[src/rtl/gray_counter_if.sv]
// gray_counter_if: control and count bundle for gray_counter.
//   master : drives the step/load controls, observes the count
//   slave  : the counter side (receives controls, drives the count)
// Signals:
//   en           step enable, one step per cycle when high
//   up_dn        step direction (1 = up, 0 = down)
//   load         parallel load strobe, wins over en
//   load_is_gray load_val is Gray-coded when high, binary when low
//   load_val     value to load
//   gray_out     registered Gray count
//   bin_out      registered binary count, always g2b(gray_out)
//   tc           registered terminal-count pulse
interface gray_counter_if #(
  parameter int WIDTH = 8
);
  logic             en;
  logic             up_dn;
  logic             load;
  logic             load_is_gray;
  logic [WIDTH-1:0] load_val;
  logic [WIDTH-1:0] gray_out;
  logic [WIDTH-1:0] bin_out;
  logic             tc;

  modport master (
    output en, up_dn, load, load_is_gray, load_val,
    input  gray_out, bin_out, tc
  );

  modport slave (
    input  en, up_dn, load, load_is_gray, load_val,
    output gray_out, bin_out, tc
  );
endinterface

[src/rtl/gray_counter.sv]
// gray_counter: parametrised up/down Gray counter with binary or Gray
// parallel load and wrap/saturate limit behaviour. The binary count and
// its Gray image are both registered from the same next-state value, so
// they change on the same edge and never disagree.
// Ports:
//   clk     rising-edge clock
//   rst_n   asynchronous active-low reset (count -> RESET_BIN, tc -> 0)
//   cnt_if  gray_counter_if.slave: en/up_dn/load/load_is_gray/load_val in,
//           gray_out/bin_out/tc out
module gray_counter #(
  parameter int WIDTH     = 8,
  parameter int SATURATE  = 0,
  parameter int RESET_BIN = 0
) (
  input  logic          clk,
  input  logic          rst_n,
  gray_counter_if.slave cnt_if
);

  localparam logic [WIDTH-1:0] RST_BIN  = WIDTH'(RESET_BIN);
  localparam logic [WIDTH-1:0] RST_GRAY = RST_BIN ^ (RST_BIN >> 1);
  localparam logic [WIDTH-1:0] CNT_MAX  = '1;
  localparam logic [WIDTH-1:0] CNT_MIN  = '0;
  localparam logic             SAT      = (SATURATE != 0);

  // Which update applies this cycle, in priority order.
  typedef enum logic [1:0] {
    OP_HOLD = 2'd0,
    OP_LOAD = 2'd1,
    OP_UP   = 2'd2,
    OP_DN   = 2'd3
  } op_e;

  logic [WIDTH-1:0] bin_q,  bin_d;
  logic [WIDTH-1:0] gray_q, gray_d;
  logic             tc_q,   tc_d;
  logic [WIDTH-1:0] load_bin;
  logic [WIDTH-1:0] load_sel;
  logic             at_max, at_min;
  op_e              op;

  // Gray -> binary of the load value: prefix XOR from the MSB down.
  always_comb begin
    load_bin            = '0;
    load_bin[WIDTH-1]   = cnt_if.load_val[WIDTH-1];
    for (int i = WIDTH-2; i >= 0; i--) begin
      load_bin[i] = load_bin[i+1] ^ cnt_if.load_val[i];
    end
  end

  assign load_sel = cnt_if.load_is_gray ? load_bin : cnt_if.load_val;
  assign at_max   = (bin_q == CNT_MAX);
  assign at_min   = (bin_q == CNT_MIN);

  always_comb begin
    op = OP_HOLD;
    if (cnt_if.load)       op = OP_LOAD;
    else if (cnt_if.en)    op = cnt_if.up_dn ? OP_UP : OP_DN;
  end

  // Next state. A limit hit raises tc whether we wrap or hold; in
  // saturate mode the count simply stays put.
  always_comb begin
    bin_d = bin_q;
    tc_d  = 1'b0;
    unique case (op)
      OP_LOAD: bin_d = load_sel;
      OP_UP: begin
        if (at_max) begin
          tc_d  = 1'b1;
          bin_d = SAT ? bin_q : CNT_MIN;
        end else begin
          bin_d = bin_q + 1'b1;
        end
      end
      OP_DN: begin
        if (at_min) begin
          tc_d  = 1'b1;
          bin_d = SAT ? bin_q : CNT_MAX;
        end else begin
          bin_d = bin_q - 1'b1;
        end
      end
      default: ;
    endcase
  end

  // Gray image is formed from bin_d so both registers load together.
  assign gray_d = bin_d ^ (bin_d >> 1);

  always_ff @(posedge clk or negedge rst_n) begin
    if (!rst_n) begin
      bin_q  <= RST_BIN;
      gray_q <= RST_GRAY;
      tc_q   <= 1'b0;
    end else begin
      bin_q  <= bin_d;
      gray_q <= gray_d;
      tc_q   <= tc_d;
    end
  end

  assign cnt_if.bin_out  = bin_q;
  assign cnt_if.gray_out = gray_q;
  assign cnt_if.tc       = tc_q;

endmodule

[src/flat_wrapper.sv]
// flat-port wrapper written by rule: the top's interface ports become plain ports
module gray_counter_flat 
#(
  parameter int WIDTH     = 8,
  parameter int SATURATE  = 0,
  parameter int RESET_BIN = 0
)
  (clk, rst_n, cnt_if_en, cnt_if_up_dn, cnt_if_load, cnt_if_load_is_gray, cnt_if_load_val, cnt_if_gray_out, cnt_if_bin_out, cnt_if_tc);
  gray_counter_if #(.WIDTH(WIDTH)) cnt_if_i ();
  input  logic clk;
  input  logic rst_n;
  input wire logic [$bits(cnt_if_i.en)-1:0] cnt_if_en;
  input wire logic [$bits(cnt_if_i.up_dn)-1:0] cnt_if_up_dn;
  input wire logic [$bits(cnt_if_i.load)-1:0] cnt_if_load;
  input wire logic [$bits(cnt_if_i.load_is_gray)-1:0] cnt_if_load_is_gray;
  input wire logic [$bits(cnt_if_i.load_val)-1:0] cnt_if_load_val;
  output wire logic [$bits(cnt_if_i.gray_out)-1:0] cnt_if_gray_out;
  output wire logic [$bits(cnt_if_i.bin_out)-1:0] cnt_if_bin_out;
  output wire logic [$bits(cnt_if_i.tc)-1:0] cnt_if_tc;
  assign cnt_if_i.en = cnt_if_en;
  assign cnt_if_i.up_dn = cnt_if_up_dn;
  assign cnt_if_i.load = cnt_if_load;
  assign cnt_if_i.load_is_gray = cnt_if_load_is_gray;
  assign cnt_if_i.load_val = cnt_if_load_val;
  assign cnt_if_gray_out = cnt_if_i.gray_out;
  assign cnt_if_bin_out = cnt_if_i.bin_out;
  assign cnt_if_tc = cnt_if_i.tc;
  gray_counter #(.WIDTH(WIDTH), .SATURATE(SATURATE), .RESET_BIN(RESET_BIN)) u_core (.clk(clk), .rst_n(rst_n), .cnt_if(cnt_if_i));
endmodule
[config.mk]
export PLATFORM = sky130hd
export DESIGN_NAME = gray_counter_flat
export DESIGN_NICKNAME = d
export VERILOG_FILES = /design/src/rtl/gray_counter_if.sv /design/src/rtl/gray_counter.sv /design/src/flat_wrapper.sv
export SDC_FILE = /design/constraint.sdc
export NUM_CORES = 1
export LEC_CHECK = 0
export BUFFER_PORTS_ARGS = -buffer_cell sky130_fd_sc_hd__buf_2
export CAP_MARGIN = 10
export CORE_AREA = 2 2 60 57
export CTS_CLUSTER_SIZE = 28
export DETAILED_ROUTE_END_ITERATION = 8
export DIE_AREA = 0 0 62 59
export PLACE_DENSITY = 0.67
export SYNTH_ARGS = -nofsm -noshare
export SYNTH_HDL_FRONTEND = slang
export SYNTH_SLANG_ARGS = --single-unit
[constraint.sdc]
create_clock -name clk -period 3.75 [get_ports clk]
set_input_delay 0.5625 -clock clk [delete_from_list [all_inputs] [get_ports clk]]
set_output_delay 0.5625 -clock clk [all_outputs]
set_load 0.01 [all_outputs]
==> impl_metrics.yaml <==
worst_setup_path:
  critPathLaunch: "u_core.cnt_if.bin_out[0]"
  regToRegEndpoint: "u_core.cnt_if.gray_out[0]"
  critical_path_peak_fanout: 7
  worstPathArrival_ns: 2.43
  critPathKind: "flip-flop to flip-flop"
  r2r_start: "u_core.cnt_if.bin_out[0]"
  cp.required_ns: 3.92
  end_kind: "flip-flop"
  rr_worst_depth: 7
  endpoint: "u_core.cnt_if.gray_out[0]"
  r2r_slack_ns: 1.50
  crit_path_start_kind: "flip-flop"
floorplan:
  dieHeight_microns: 59
  fp.coreArea_sq_um: 2970
  start_util: 0.442
  num_rows: 19
  ios: 31
  dieArea_sq_um: 3660
  die_w_microns: 62
synth:
  synthesis.nets: 156
  yosysUniqueCellTypes: 50
  seq_area_frac_synth: 0.305
  yosysMostFrequentCell: "dfrtp_1"
  yosys_register_bits: 16
  async_reset_ff_frac: 1.00
  postSynthCellCount: 139
  synthFlopType: "dfrtp_1"
  yosys-top-cells-area: "dfrtp_1, xor2_1, xnor2_1"
  yosysWarningCount: 0
  synth.cell_area_sq_um: 1310
  synth_top_area_share: 0.305
  yosys.area.top_type: "dfrtp_1"
  synth_edf_count: 0
  syn_avg_cell_area_sq_um: 9.45
  synthTopCellsByCount: "dfrtp_1, xor2_1, nor2_1, xnor2_1, nand2_1"
global_routing:
  grt_max_degree: 19
  grt_util_all_layers: 0.173
  grt_antenna_before_repair: 0
  grt_pass1_wl_microns: 4750
  grt-ovfl-total: 0
  grt_pass1_vias: 1017
clock_network:
  cts_buffer_depth: 2
  cts_tree: "yes"
  htreeDepth: 1
  insertion_delay_ns: 0.29
  path_clk_slew_ns: 0.09
  cts_resized: 0
  postCtsSetupBuffers: 0
  numCtsBuffers: 3
  hold_buffers: 0
  clkSinkCount: 16
  cts_root_buf: "clkbuf_4"
power_and_ir_drop:
  swShare: 0.387
  power_mw: 0.675
  ir_worst_vdd_uv: 250
  switchingPower_mw: 0.261
  pwr-share-seq: 0.396
  p_leak_nw: 0.684
  p_int_mw: 0.414
  combPwrFrac: 0.435
  powerDensity_nw_per_um2: 452
  clkPwrFrac: 0.169
timing:
  finalWorstSetupSlack_ns: 1.50
  clock_skew_ns: 0.00223
  drv_slew: 0
  timing.slew.headroom: 0.549
  worst_pin_slew_ns: 0.660
  hold_ws_ns: 0.159
  fin_crit_ns: 2.25
  setup_tns_ns: 0
  fmax_ghz: 0.444
  final-setup-viol-count: 0
  min_period_over_period: 0.601
  rsz0062_at_grt: "no"
  timing_hold_violations_final: 0
finish:
  layout.cells.non_filler: 204
  fillCellCount: 292
  post-route-util: 0.503
  post-route-cell-area_sq_um: 1490
  antenna_cells: 0
  area_growth_syn_to_layout_pct: 13.7
  drive_gt1_frac: 0.259
  nets: 180
routing:
  postRouteAntennaNets: 0
  dr.pass1.iters: 5
  drtIter0Drc: 54
  num_vias: 1109
  drc: 0
  wl_microns: 2870
  avgRoutedWirePerCell_microns: 14.1
  vias_per_cell: 5.44
place:
  io_buffer_count: 30
  dp_slack_ns: 1.48
  dp.cells: 200
  place.gp.congestion: 0.881
  placed_cell_area_sq_um: 1460
  post-dp-hpwl_microns: 2240
run_status:
  outcome: "finished, final reports clean"
worst_hold_path:
  hold_class: "input pin to asynchronous set/reset pin"
run:
  max_cap_violations: 0
==> flip-flops by register name, indices dropped and copies added, names as in the netlist <==
| signal | cells |
|---|---|
| u_core.cnt_if.bin_out | 8 |
| u_core.cnt_if.tc | 1 |
| u_core.cnt_if.gray_out | 7 |
==> cell usage in the layout (no fill, tap or decap), types with 4 or more instances in the layout <==
cell type  instances
buf_2             30
dfrtp_1           16
xor2_1            12
nor2_1            10
xnor2_1           10
nand2_1            9
inv_1              8
a21oi_1            6
and3_1             4
o21ai_0            4
==> kinds of logic after synthesis <==
logic type	count (synthesis)	synth area share
adders and majority gates	3	0.0286
and+or+nand+nor	47	0.214
buffers and inverters	19	0.0676
DFF	16	0.305
xor gates and xnor gates	25	0.201
muxes	1	0.00762
AOI/OAI and AO/OA	28	0.176
==> worst min-delay path by stage <==
stage,slack (ns),start,to
3_5_place_dp,0.49,rst_n,u_core.cnt_if.gray_out[5]
6_report,0.16,rst_n,u_core.cnt_if.gray_out[5]
4_1_cts,0.17,rst_n,u_core.cnt_if.gray_out[3]
5_1_grt,0.17,rst_n,u_core.cnt_if.gray_out[3]
3_3_place_gp,0.49,rst_n,u_core.cnt_if.gray_out[5]
2_1_floorplan,0.27,rst_n,u_core.cnt_if.bin_out[0]
==> power by group through the flow <==
stage          Combinational [mW]  Sequential, mW  Clock [mW]
6_report                    0.294           0.267       0.114
5_1_grt                     0.324           0.277       0.129
4_1_cts                     0.296           0.267       0.117
3_5_place_dp                0.294           0.270           0
3_3_place_gp                0.289           0.269           0
2_1_floorplan               0.205           0.273           0
==> final cells by class <==
type	instances	area, sq um	area share
Sequential cell	16	400	0.268
Multi-Input combinational cell	104	825	0.552
Clock buffer	4	36.3	0.0243
Timing Repair Buffer	30	150	0.101
Inverter	8	30.0	0.0201
Tap cell	42	52.6	0.0352
==> critical path, cell delays in order, from the launching register on <==
cell,delay [ns]
dfrtp_1,0.47
ha_1,0.24
and3_1,0.26
nand4_1,0.11
and3_1,0.20
a2111oi_0,0.59
nor3_2,0.11
xnor2_1,0.16
==> layer usage <==
layer  up-vias  GRT usage  part of all wire
li1        535          -                 -
met1       518      0.248              0.43
met2        54      0.263              0.49
met3         2     0.0480             0.077
met4         0     0.0274            0.0066
met5         -          0                 0
Power figures use the tool's default switching activity.
